<file path="src/rtl/rx_frame_deserializer_if.sv">
// Bus between the RX data sampler / system side and the frame deserializer.
//   master : sampler side, drives strobes and frame config, receives results
//   slave  : deserializer side
// Signals:
//   start_det, bit_valid, sampled_bit, frame_abort : sampler strobes/data
//   PAR_EN, PAR_TYP                                : frame config
//   P_DATA, data_valid, par_err, stp_err, busy     : frame results/status
interface rx_frame_deserializer_if #(
   parameter int DATA_WIDTH = 8
);
   logic                  start_det;
   logic                  bit_valid;
   logic                  sampled_bit;
   logic                  frame_abort;
   logic                  PAR_EN;
   logic                  PAR_TYP;
   logic [DATA_WIDTH-1:0] P_DATA;
   logic                  data_valid;
   logic                  par_err;
   logic                  stp_err;
   logic                  busy;

   modport master (
      output start_det, bit_valid, sampled_bit, frame_abort, PAR_EN, PAR_TYP,
      input  P_DATA, data_valid, par_err, stp_err, busy
   );

   modport slave (
      input  start_det, bit_valid, sampled_bit, frame_abort, PAR_EN, PAR_TYP,
      output P_DATA, data_valid, par_err, stp_err, busy
   );
endinterface

</file>
<file path="src/rtl/rx_frame_deserializer.sv">
// UART RX frame deserializer. Collects DATA_WIDTH data bits, an optional
// parity bit and STOP_BITS stop bits from sampler strobes, then publishes
// the payload on P_DATA (error-free frames only) with one-cycle result pulses.
// Ports:
//   CLK : RX oversampling-domain clock
//   RST : asynchronous active-high reset
//   rx  : slave side of rx_frame_deserializer_if (strobes in, results out)
module rx_frame_deserializer #(
   parameter int DATA_WIDTH = 8,
   parameter bit LSB_FIRST  = 1'b1,
   parameter int STOP_BITS  = 1
) (
   input logic                     CLK,
   input logic                     RST,
   rx_frame_deserializer_if.slave  rx
);

   localparam int CW = $clog2(DATA_WIDTH + 1);

   localparam logic [1:0] S_IDLE   = 2'd0;
   localparam logic [1:0] S_DATA   = 2'd1;
   localparam logic [1:0] S_PARITY = 2'd2;
   localparam logic [1:0] S_STOP   = 2'd3;

   logic [1:0]            state_q, state_d;
   logic [CW-1:0]         cnt_q, cnt_d;
   logic                  stp_cnt_q, stp_cnt_d;
   logic [DATA_WIDTH-1:0] shreg_q, shreg_d;
   logic                  acc_q, acc_d;
   logic                  pen_q, pen_d;
   logic                  ptyp_q, ptyp_d;
   logic                  perr_q, perr_d;
   logic                  serr_q, serr_d;
   logic [DATA_WIDTH-1:0] pdata_q, pdata_d;
   logic                  dv_q, dv_d;
   logic                  pe_q, pe_d;
   logic                  se_q, se_d;
   logic                  busy_q, busy_d;

   logic [CW-1:0]         idx;
   logic                  serr_now;

   always_comb begin
      state_d   = state_q;
      cnt_d     = cnt_q;
      stp_cnt_d = stp_cnt_q;
      shreg_d   = shreg_q;
      acc_d     = acc_q;
      pen_d     = pen_q;
      ptyp_d    = ptyp_q;
      perr_d    = perr_q;
      serr_d    = serr_q;
      pdata_d   = pdata_q;
      dv_d      = 1'b0;
      pe_d      = 1'b0;
      se_d      = 1'b0;
      idx       = LSB_FIRST ? cnt_q : (CW'(DATA_WIDTH - 1) - cnt_q);
      serr_now  = serr_q | ~rx.sampled_bit;

      if (rx.frame_abort) begin
         // Abort outranks everything, including a same-cycle start_det.
         state_d   = S_IDLE;
         cnt_d     = '0;
         stp_cnt_d = 1'b0;
         acc_d     = 1'b0;
         perr_d    = 1'b0;
         serr_d    = 1'b0;
      end else begin
         case (state_q)
            S_IDLE: begin
               // A bit_valid arriving with start_det belongs to the start bit.
               if (rx.start_det) begin
                  pen_d     = rx.PAR_EN;
                  ptyp_d    = rx.PAR_TYP;
                  cnt_d     = '0;
                  stp_cnt_d = 1'b0;
                  acc_d     = 1'b0;
                  perr_d    = 1'b0;
                  serr_d    = 1'b0;
                  state_d   = S_DATA;
               end
            end
            S_DATA: begin
               if (rx.bit_valid) begin
                  for (int i = 0; i < DATA_WIDTH; i++)
                     if (idx == CW'(i)) shreg_d[i] = rx.sampled_bit;
                  acc_d = acc_q ^ rx.sampled_bit;
                  cnt_d = cnt_q + 1'b1;
                  // Leave DATA on the same edge the counter hits DATA_WIDTH.
                  if (cnt_d == CW'(DATA_WIDTH))
                     state_d = pen_q ? S_PARITY : S_STOP;
               end
            end
            S_PARITY: begin
               if (rx.bit_valid) begin
                  perr_d  = rx.sampled_bit != (acc_q ^ ptyp_q);
                  state_d = S_STOP;
               end
            end
            S_STOP: begin
               if (rx.bit_valid) begin
                  if (stp_cnt_q == 1'(STOP_BITS - 1)) begin
                     state_d = S_IDLE;
                     serr_d  = serr_now;
                     if (!perr_q && !serr_now) begin
                        pdata_d = shreg_q;
                        dv_d    = 1'b1;
                     end else begin
                        pe_d = perr_q;
                        se_d = serr_now;
                     end
                  end else begin
                     serr_d    = serr_now;
                     stp_cnt_d = 1'b1;
                  end
               end
            end
            default: state_d = S_IDLE;
         endcase
      end

      busy_d = (state_d != S_IDLE);
   end

   always_ff @(posedge CLK or posedge RST) begin
      if (RST) begin
         state_q   <= S_IDLE;
         cnt_q     <= '0;
         stp_cnt_q <= 1'b0;
         shreg_q   <= '0;
         acc_q     <= 1'b0;
         pen_q     <= 1'b0;
         ptyp_q    <= 1'b0;
         perr_q    <= 1'b0;
         serr_q    <= 1'b0;
         pdata_q   <= '0;
         dv_q      <= 1'b0;
         pe_q      <= 1'b0;
         se_q      <= 1'b0;
         busy_q    <= 1'b0;
      end else begin
         state_q   <= state_d;
         cnt_q     <= cnt_d;
         stp_cnt_q <= stp_cnt_d;
         shreg_q   <= shreg_d;
         acc_q     <= acc_d;
         pen_q     <= pen_d;
         ptyp_q    <= ptyp_d;
         perr_q    <= perr_d;
         serr_q    <= serr_d;
         pdata_q   <= pdata_d;
         dv_q      <= dv_d;
         pe_q      <= pe_d;
         se_q      <= se_d;
         busy_q    <= busy_d;
      end
   end

   assign rx.P_DATA     = pdata_q;
   assign rx.data_valid = dv_q;
   assign rx.par_err    = pe_q;
   assign rx.stp_err    = se_q;
   assign rx.busy       = busy_q;

endmodule

</file>
<file path="src/flat_wrapper.sv">
// flat-port wrapper written by rule: the top's interface ports become plain ports
module rx_frame_deserializer_flat 
#(
   parameter int DATA_WIDTH = 8,
   parameter bit LSB_FIRST  = 1'b1,
   parameter int STOP_BITS  = 1
)
  (CLK, RST, rx_start_det, rx_bit_valid, rx_sampled_bit, rx_frame_abort, rx_PAR_EN, rx_PAR_TYP, rx_P_DATA, rx_data_valid, rx_par_err, rx_stp_err, rx_busy);
  rx_frame_deserializer_if #(.DATA_WIDTH(DATA_WIDTH)) rx_i ();
  input logic CLK;
  input logic RST;
  input wire logic [$bits(rx_i.start_det)-1:0] rx_start_det;
  input wire logic [$bits(rx_i.bit_valid)-1:0] rx_bit_valid;
  input wire logic [$bits(rx_i.sampled_bit)-1:0] rx_sampled_bit;
  input wire logic [$bits(rx_i.frame_abort)-1:0] rx_frame_abort;
  input wire logic [$bits(rx_i.PAR_EN)-1:0] rx_PAR_EN;
  input wire logic [$bits(rx_i.PAR_TYP)-1:0] rx_PAR_TYP;
  output wire logic [$bits(rx_i.P_DATA)-1:0] rx_P_DATA;
  output wire logic [$bits(rx_i.data_valid)-1:0] rx_data_valid;
  output wire logic [$bits(rx_i.par_err)-1:0] rx_par_err;
  output wire logic [$bits(rx_i.stp_err)-1:0] rx_stp_err;
  output wire logic [$bits(rx_i.busy)-1:0] rx_busy;
  assign rx_i.start_det = rx_start_det;
  assign rx_i.bit_valid = rx_bit_valid;
  assign rx_i.sampled_bit = rx_sampled_bit;
  assign rx_i.frame_abort = rx_frame_abort;
  assign rx_i.PAR_EN = rx_PAR_EN;
  assign rx_i.PAR_TYP = rx_PAR_TYP;
  assign rx_P_DATA = rx_i.P_DATA;
  assign rx_data_valid = rx_i.data_valid;
  assign rx_par_err = rx_i.par_err;
  assign rx_stp_err = rx_i.stp_err;
  assign rx_busy = rx_i.busy;
  rx_frame_deserializer #(.DATA_WIDTH(DATA_WIDTH), .LSB_FIRST(LSB_FIRST), .STOP_BITS(STOP_BITS)) u_core (.CLK(CLK), .RST(RST), .rx(rx_i));
endmodule
</file>
<file path="config.mk">
export PLATFORM = sky130hd
export DESIGN_NAME = rx_frame_deserializer_flat
export DESIGN_NICKNAME = d
export VERILOG_FILES = /design/src/rtl/rx_frame_deserializer_if.sv /design/src/rtl/rx_frame_deserializer.sv /design/src/flat_wrapper.sv
export SDC_FILE = /design/constraint.sdc
export NUM_CORES = 1
export LEC_CHECK = 0
export CORE_UTILIZATION = 54
export CTS_CLUSTER_DIAMETER = 60
export DETAILED_ROUTE_END_ITERATION = 7
export GPL_TIMING_DRIVEN = 0
export PLACE_DENSITY = 0.81
export SYNTH_ARGS = -nofsm -noshare
export SYNTH_HDL_FRONTEND = slang
export SYNTH_SLANG_ARGS = --single-unit
</file>
<file path="constraint.sdc">
create_clock -name CLK -period 1.9 [get_ports CLK]
set_input_delay 0.475 -clock CLK [delete_from_list [all_inputs] [get_ports CLK]]
set_output_delay 0.475 -clock CLK [all_outputs]
set_load 0.01 [all_outputs]
</file>
==> results_dict.tcl, run 1 <==
set metrics [dict create \
    place_inst 175 \
    grt_max_degree 32 \
    ant_nets 0 \
    drcViolationCount 0 \
    crit_family "buffers and inverters" \
    areaGrowthSynthToFinish_pct 21.3 \
    numCtsBuffers 5 \
    via_count 1045 \
    layout.nets 164 \
    cp.buffers_inverters 2 \
    worstPathArrival_ps 2120 \
    fin_crit_sh_pct 99.6 \
    grt_use_total_pct 23.2 \
    regToRegEndpoint "u_core.ptyp_q$_DFFE_PP0P_" \
    clockBufferDepth 2 \
    dr.pass1.iters 4 \
    dieHeight_um 55.0 \
    core-area_sq_um 2570 \
    p_leak_nw 0.875 \
    power.density_nw_per_um2 754 \
    grt_pass1_wl_mm 4.57 \
    fin_worst_skew_ps 8.51 \
    clk_latency_ps 340 \
    r2r_slack_ps 280 \
    drive_gt1_share_pct 18.3 \
    reg2reg_depth 4 \
    slew_violations 0 \
    slew_headroom_pct 24.8 \
    overflow 0 \
    vdd_ir_drop_max_mv 0.878 \
    rsz0062_at_grt "true" \
    start_kind "input pin" \
    via_per_inst 5.71 \
    path_class "input pin to register" \
    cts.sinks 31 \
    antenna_found_initial 0 \
    cp-end-kind "register" \
    die_area_sq_um 3020 \
    cts-hold-fix-buffers 0 \
    placed_cell_area_sq_um 1740 \
    cp_slowest_cell "clkdlybuf4s50_1" \
    cp.depth 5 \
    path_cells "clkdlybuf4s50_1 -> clkbuf_1 -> and4bb_2 -> nand3_1 -> mux2_1" \
    root_buffer "clkbuf_4" \
    hold_viol 0 \
    period_needed_ps 1890 \
    report.final.setup_viol 0 \
    required_ps 2120 \
    syn-cell-area_sq_um 1510 \
    drt_wl_total_mm 2.84 \
    pre_cts_ws_ps -278 \
    layout_common_cells "dfrtp_1 (31), clkdlybuf4s50_1 (19), nand3_1 (9), mux2_4 (8), o21ai_0 (7)" \
    drt_iter0_drc 19 \
    die_w_um 55.0 \
    fillCellCount 188 \
    worst_pin_slew_ps 1130 \
    ys_warn_count 0 \
    dp_hpwl_mm 2.05 \
    wire_per_inst_um 15.5 \
    fmax_ghz 0.528 \
    r2r_start "u_core.state_q[1]$_DFF_PP0_" \
    fin_cells 183 \
    fin_area_sq_um 1840 \
    finalPower_mw 1.38 \
    cp-startpoint "rx_frame_abort" \
    setup_slack_ps 6.84 \
    whs_ps 498 \
    port_buffers 19 \
    crit_end "u_core.shreg_q[7]$_DFFE_PP0P_" \
    final_common_cell "dfrtp_1" \
    max_cap_viol_count 0 \
    postSynthAreaPerCell_sq_um 12.0 \
    io-pin-count 20 \
    clk_pin_slew_worst_paths_ps 100 \
    initial_utilization_pct 59.0 \
    path_max_fanout 10 \
    row_count 18 \
    slowest_delay_ps 480 \
    synth-seq-cells 31 \
    outcome "complete, no violations" \
    diodes 0 \
    syn_nets 138 \
    post_cts_buffers 0 \
    synthDistinctLibCells 38 \
    gp_congestion 0.738 \
    syn-instance-count 126 \
    cts_tree "built" \
    hp-class "register to register" \
    h-tree-depth 2 \
    grt_pass1_vias 974 \
    ys_seq_area_share_pct 51.2 \
]
worst min path at each step:
| stage | from | endpoint | slack [ps] | depth (start not counted) |
|---|---|---|---|---|
| 2_1_floorplan | u_core.shreg_q[1]$_DFFE_PP0P_ | u_core.shreg_q[1]$_DFFE_PP0P_ | 460 | 1 |
| 3_3_place_gp | u_core.shreg_q[5]$_DFFE_PP0P_ | u_core.shreg_q[5]$_DFFE_PP0P_ | 480 | 1 |
| 3_5_place_dp | u_core.shreg_q[6]$_DFFE_PP0P_ | u_core.shreg_q[6]$_DFFE_PP0P_ | 480 | 1 |
| 4_1_cts | u_core.shreg_q[6]$_DFFE_PP0P_ | u_core.shreg_q[6]$_DFFE_PP0P_ | 500 | 1 |
| 5_1_grt | u_core.shreg_q[6]$_DFFE_PP0P_ | u_core.shreg_q[6]$_DFFE_PP0P_ | 520 | 1 |
| 6_report | u_core.shreg_q[6]$_DFFE_PP0P_ | u_core.shreg_q[6]$_DFFE_PP0P_ | 500 | 1 |
registers in the layout, summed over array words and instances, names as in the netlist, 2 cells and up:
| name | flops |
|---|---|
| u_core.cnt_q | 4 |
| u_core.state_q | 2 |
| u_core.shreg_q | 8 |
| u_core.rx.P_DATA | 8 |
worst register-to-register path, stage by stage (launching register included):
cell     delay [ps]
dfrtp_1         400
buf_2           190
or2_2           340
nor2_1          210
mux2_2          370
per-stage QoR:
stage	TNS, ps	utilization [%]
after global routing	-49.1	71.5
after CTS	0	71.2
after floorplan	0	-
after global placement	-3610	67.8
after detailed placement	-4450	67.8
final	0	71.5
cells by family after synthesis:
| group | share of synthesized area [%] |
|---|---|
| fa+ha+maj | 3.31 |
| flops | 51.2 |
| buf+inv | 3.88 |
| simple gates | 14.5 |
| xor+xnor | 1.16 |
| mux | 16.7 |
| compound gates | 9.26 |
cell type report:
type                            instances  area, sq um  share of cell area (%)
Buffer                                  7         36.3                    1.98
Clock buffer                            6         51.3                    2.79
Clock inverter                          2         35.0                    1.91
Inverter                                6         22.5                    1.23
Multi-Input combinational cell         82          688                    37.5
Sequential cell                        31          776                    42.2
Tap cell                               30         37.5                    2.04
Timing Repair Buffer                   19          190                    10.4
report_power, final:
group	internal (mW)	leakage, nW	total (mW)	switching (mW)
logic	0.0623	0.405	0.127	0.0649
clock network	0.311	0.0482	0.544	0.233
registers	0.690	0.422	0.714	0.0236
total	1.06	0.875	1.38	0.322
synth_stat cells, drive strengths merged:
cell    count  share of area (%)
o211a       1               0.66
nor2b       3                1.2
nor4b       1               0.99
o21bai      1               0.50
nand2b      4                1.7
xor2        1               0.58
a21oi       2               0.66
buf         3                1.4
mux2i       2                1.3
clkbuf      4               0.99
mux2       18                 15
nand3b      1               0.50
a21boi      2               0.99
ha          4                3.3
xnor2       1               0.58
inv         6                1.5
o41ai       1               0.58
nor2        4               0.99
nand3       9                3.0
nand4b      1               0.58
nor4bb      1               0.66
and4bb      2                1.7
and4        1               0.58
a41oi       1               0.58
o221ai      1               0.58
nand2       5                1.2
and3b       1               0.58
a31oi       3                1.2
o211ai      1               0.50
or3         1               0.41
o21ai       7                2.3
or2         1               0.41
dfrtp      31                 51
a21bo       1               0.66
layer usage:
layer  GRT usage, %  wire (um)
met4           8.75         42
met5              0          0
met3           9.02        155
met2           35.3       1330
met1           29.7       1310
timing repair:
| action | 4_1_cts | 5_1_grt |
|---|---|---|
| resized for setup | 0 | 1 |
| hold endpoints to repair | 0 | 0 |
| endpoints found under the setup margin | 0 | 1 |
Note: power is estimated with default switching activity, not from simulation.
==> run 2, diff against run 1 <==
Settings changed: CORE_MARGIN set to 4.
==> results_dict.tcl, run 2 (synthesis results as in run 1) <==
set metrics [dict create \
    hp-class "register to register" \
    power_frac_comb_pct 9.2 \
    start_kind "input pin" \
    cp-end-kind "register" \
    diodes 0 \
    port_buffers 19 \
    die_w_um 61.0 \
    ant_nets 0 \
    clk_pin_slew_worst_paths_ps 90 \
    die_area_sq_um 3710 \
    layout_common_cells "dfrtp_1 (31), clkdlybuf4s50_1 (19), nand3_1 (9), mux2_4 (8), o21ai_0 (7)" \
    route.met2.wl_mm 1.35 \
    io-pin-count 20 \
    areaGrowthSynthToFinish_pct 21.3 \
    initial_utilization_pct 59.0 \
    dieHeight_um 61.0 \
    topRoutingLayerUsed "met4" \
    grt_pass1_vias 1080 \
    dp_hpwl_mm 2.02 \
    fillCellCount 199 \
    worst_pin_slew_ps 1140 \
    placed_cell_area_sq_um 1740 \
    rsz0062_at_grt "true" \
    max_cap_viol_count 0 \
    root_buffer "clkbuf_4" \
    fin_area_sq_um 1840 \
    final_common_cell "dfrtp_1" \
    numCtsBuffers 5 \
    vdd_ir_drop_max_mv 0.820 \
    whs_ps 498 \
    fmax_ghz 0.543 \
    slew_violations 0 \
    power_frac_seq_pct 52.0 \
    post_cts_buffers 0 \
    switching_share_pct 22.8 \
    overflow 0 \
    grt_use_total_pct 18.8 \
    row_count 18 \
    slew_headroom_pct 23.8 \
    path_max_fanout 10 \
    hold_viol 0 \
    clk_latency_ps 330 \
    antenna_found_initial 0 \
    cts.sinks 31 \
    p_leak_nw 0.875 \
    grt_pass1_wl_mm 4.95 \
    drt_wl_total_mm 2.74 \
    layout.nets 164 \
    power.share.clock_pct 38.8 \
    worstPathArrival_ps 2060 \
    power.density_nw_per_um2 750 \
    period_needed_ps 1840 \
    report.final.setup_viol 0 \
    via_count 1064 \
    gp_congestion 0.876 \
    clockBufferDepth 2 \
    wl_met1_mm 1.18 \
    drive_gt1_share_pct 18.3 \
    h-tree-depth 2 \
    cts_tree "built" \
    core-area_sq_um 2570 \
    required_ps 2120 \
    wire_per_inst_um 15.0 \
    dr.pass1.iters 5 \
    route.met3.wl_um 140 \
    drcViolationCount 0 \
    fin_crit_sh_pct 97.0 \
    via_per_inst 5.81 \
    fin_worst_skew_ps 7.47 \
    intPower_mw 1.06 \
    drt_iter0_drc 30 \
    switchingPower_uw 314 \
    outcome "complete, no violations" \
    path_class "input pin to register" \
    grt_max_degree 32 \
]
-- run 2: cell counts in the layout (fill, tap and decap cells not counted) --
Identical to the previous run, type by type.
-- run 2: worst max-delay path, stage by stage --
cell	delay (ps)
clkdlybuf4s50_1	480
clkbuf_1	360
and4bb_2	330
nand3_1	100
mux2_1	320
-- run 2: layer usage --
metal  up-vias  track usage (%)
met5         -                0
met4         0             11.1
met3         8             6.38
met2        32             29.0
met1       523             22.8
li1        501                -
-- run 2: power by group through the flow --
| stage | clock network (mW) | registers (mW) | logic (mW) |
|---|---|---|---|
| floorplan | 0 | 0.720 | 0.0869 |
| global placement | 0 | 0.725 | 0.119 |
| detailed placement | 0 | 0.729 | 0.126 |
| CTS | 0.551 | 0.715 | 0.126 |
| global route | 0.586 | 0.719 | 0.143 |
| finish | 0.535 | 0.716 | 0.127 |
-- run 2: through the flow --
| stage | setup slack [ps] | TNS (ps) | total power, mW | utilization [%] | std cells |
|---|---|---|---|---|---|
| after floorplan | 311 | 0 | 0.807 | - | 126 |
| after global placement | -251 | -3660 | 0.844 | 67.8 | 175 |
| after detailed placement | -282 | -4460 | 0.855 | 67.8 | 175 |
| after CTS | 86.3 | 0 | 1.39 | 71.2 | 183 |
| after global routing | -14.0 | -42.6 | 1.45 | 71.5 | 183 |
| final | 57.7 | 0 | 1.38 | 71.5 | 183 |
-- run 2: final cells by class --
cell class / instances / area, sq um / area share, %
timing repair buffer: 19 / 190 / 10.4
clock inverter: 2 / 35.0 / 1.91
tap: 30 / 37.5 / 2.04
clock buffer: 6 / 51.3 / 2.79
multi-input combinational: 82 / 688 / 37.5
buffer: 7 / 36.3 / 1.98
sequential: 31 / 776 / 42.2
inverter: 6 / 22.5 / 1.23
-- run 2: worst paths after layout --
| check | to | slack (ps) | cells past startpoint | start |
|---|---|---|---|---|
| worst max-delay path | u_core.shreg_q[6]$_DFFE_PP0P_ | 60 | 5 | rx_frame_abort |
| worst min-delay path | u_core.shreg_q[6]$_DFFE_PP0P_ | 500 | 1 | u_core.shreg_q[6]$_DFFE_PP0P_ |
| worst max register to register | u_core.ptyp_q$_DFFE_PP0P_ | 350 | 4 | u_core.state_q[1]$_DFF_PP0_ |
| worst min register to register | u_core.shreg_q[6]$_DFFE_PP0P_ | 500 | 1 | u_core.shreg_q[6]$_DFFE_PP0P_ |
| max in group asynchronous | u_core.pen_q$_DFFE_PP0P_ | 480 | 2 | RST |
| min in group asynchronous | u_core.rx.P_DATA[3]$_DFFE_PP0P_ | 740 | 2 | RST |
-- run 2: repair_timing --
| action | CTS | global route |
|---|---|---|
| hold buffers | 0 | 0 |
| gates resized for setup | 0 | 1 |
| setup endpoints to repair | 0 | 1 |
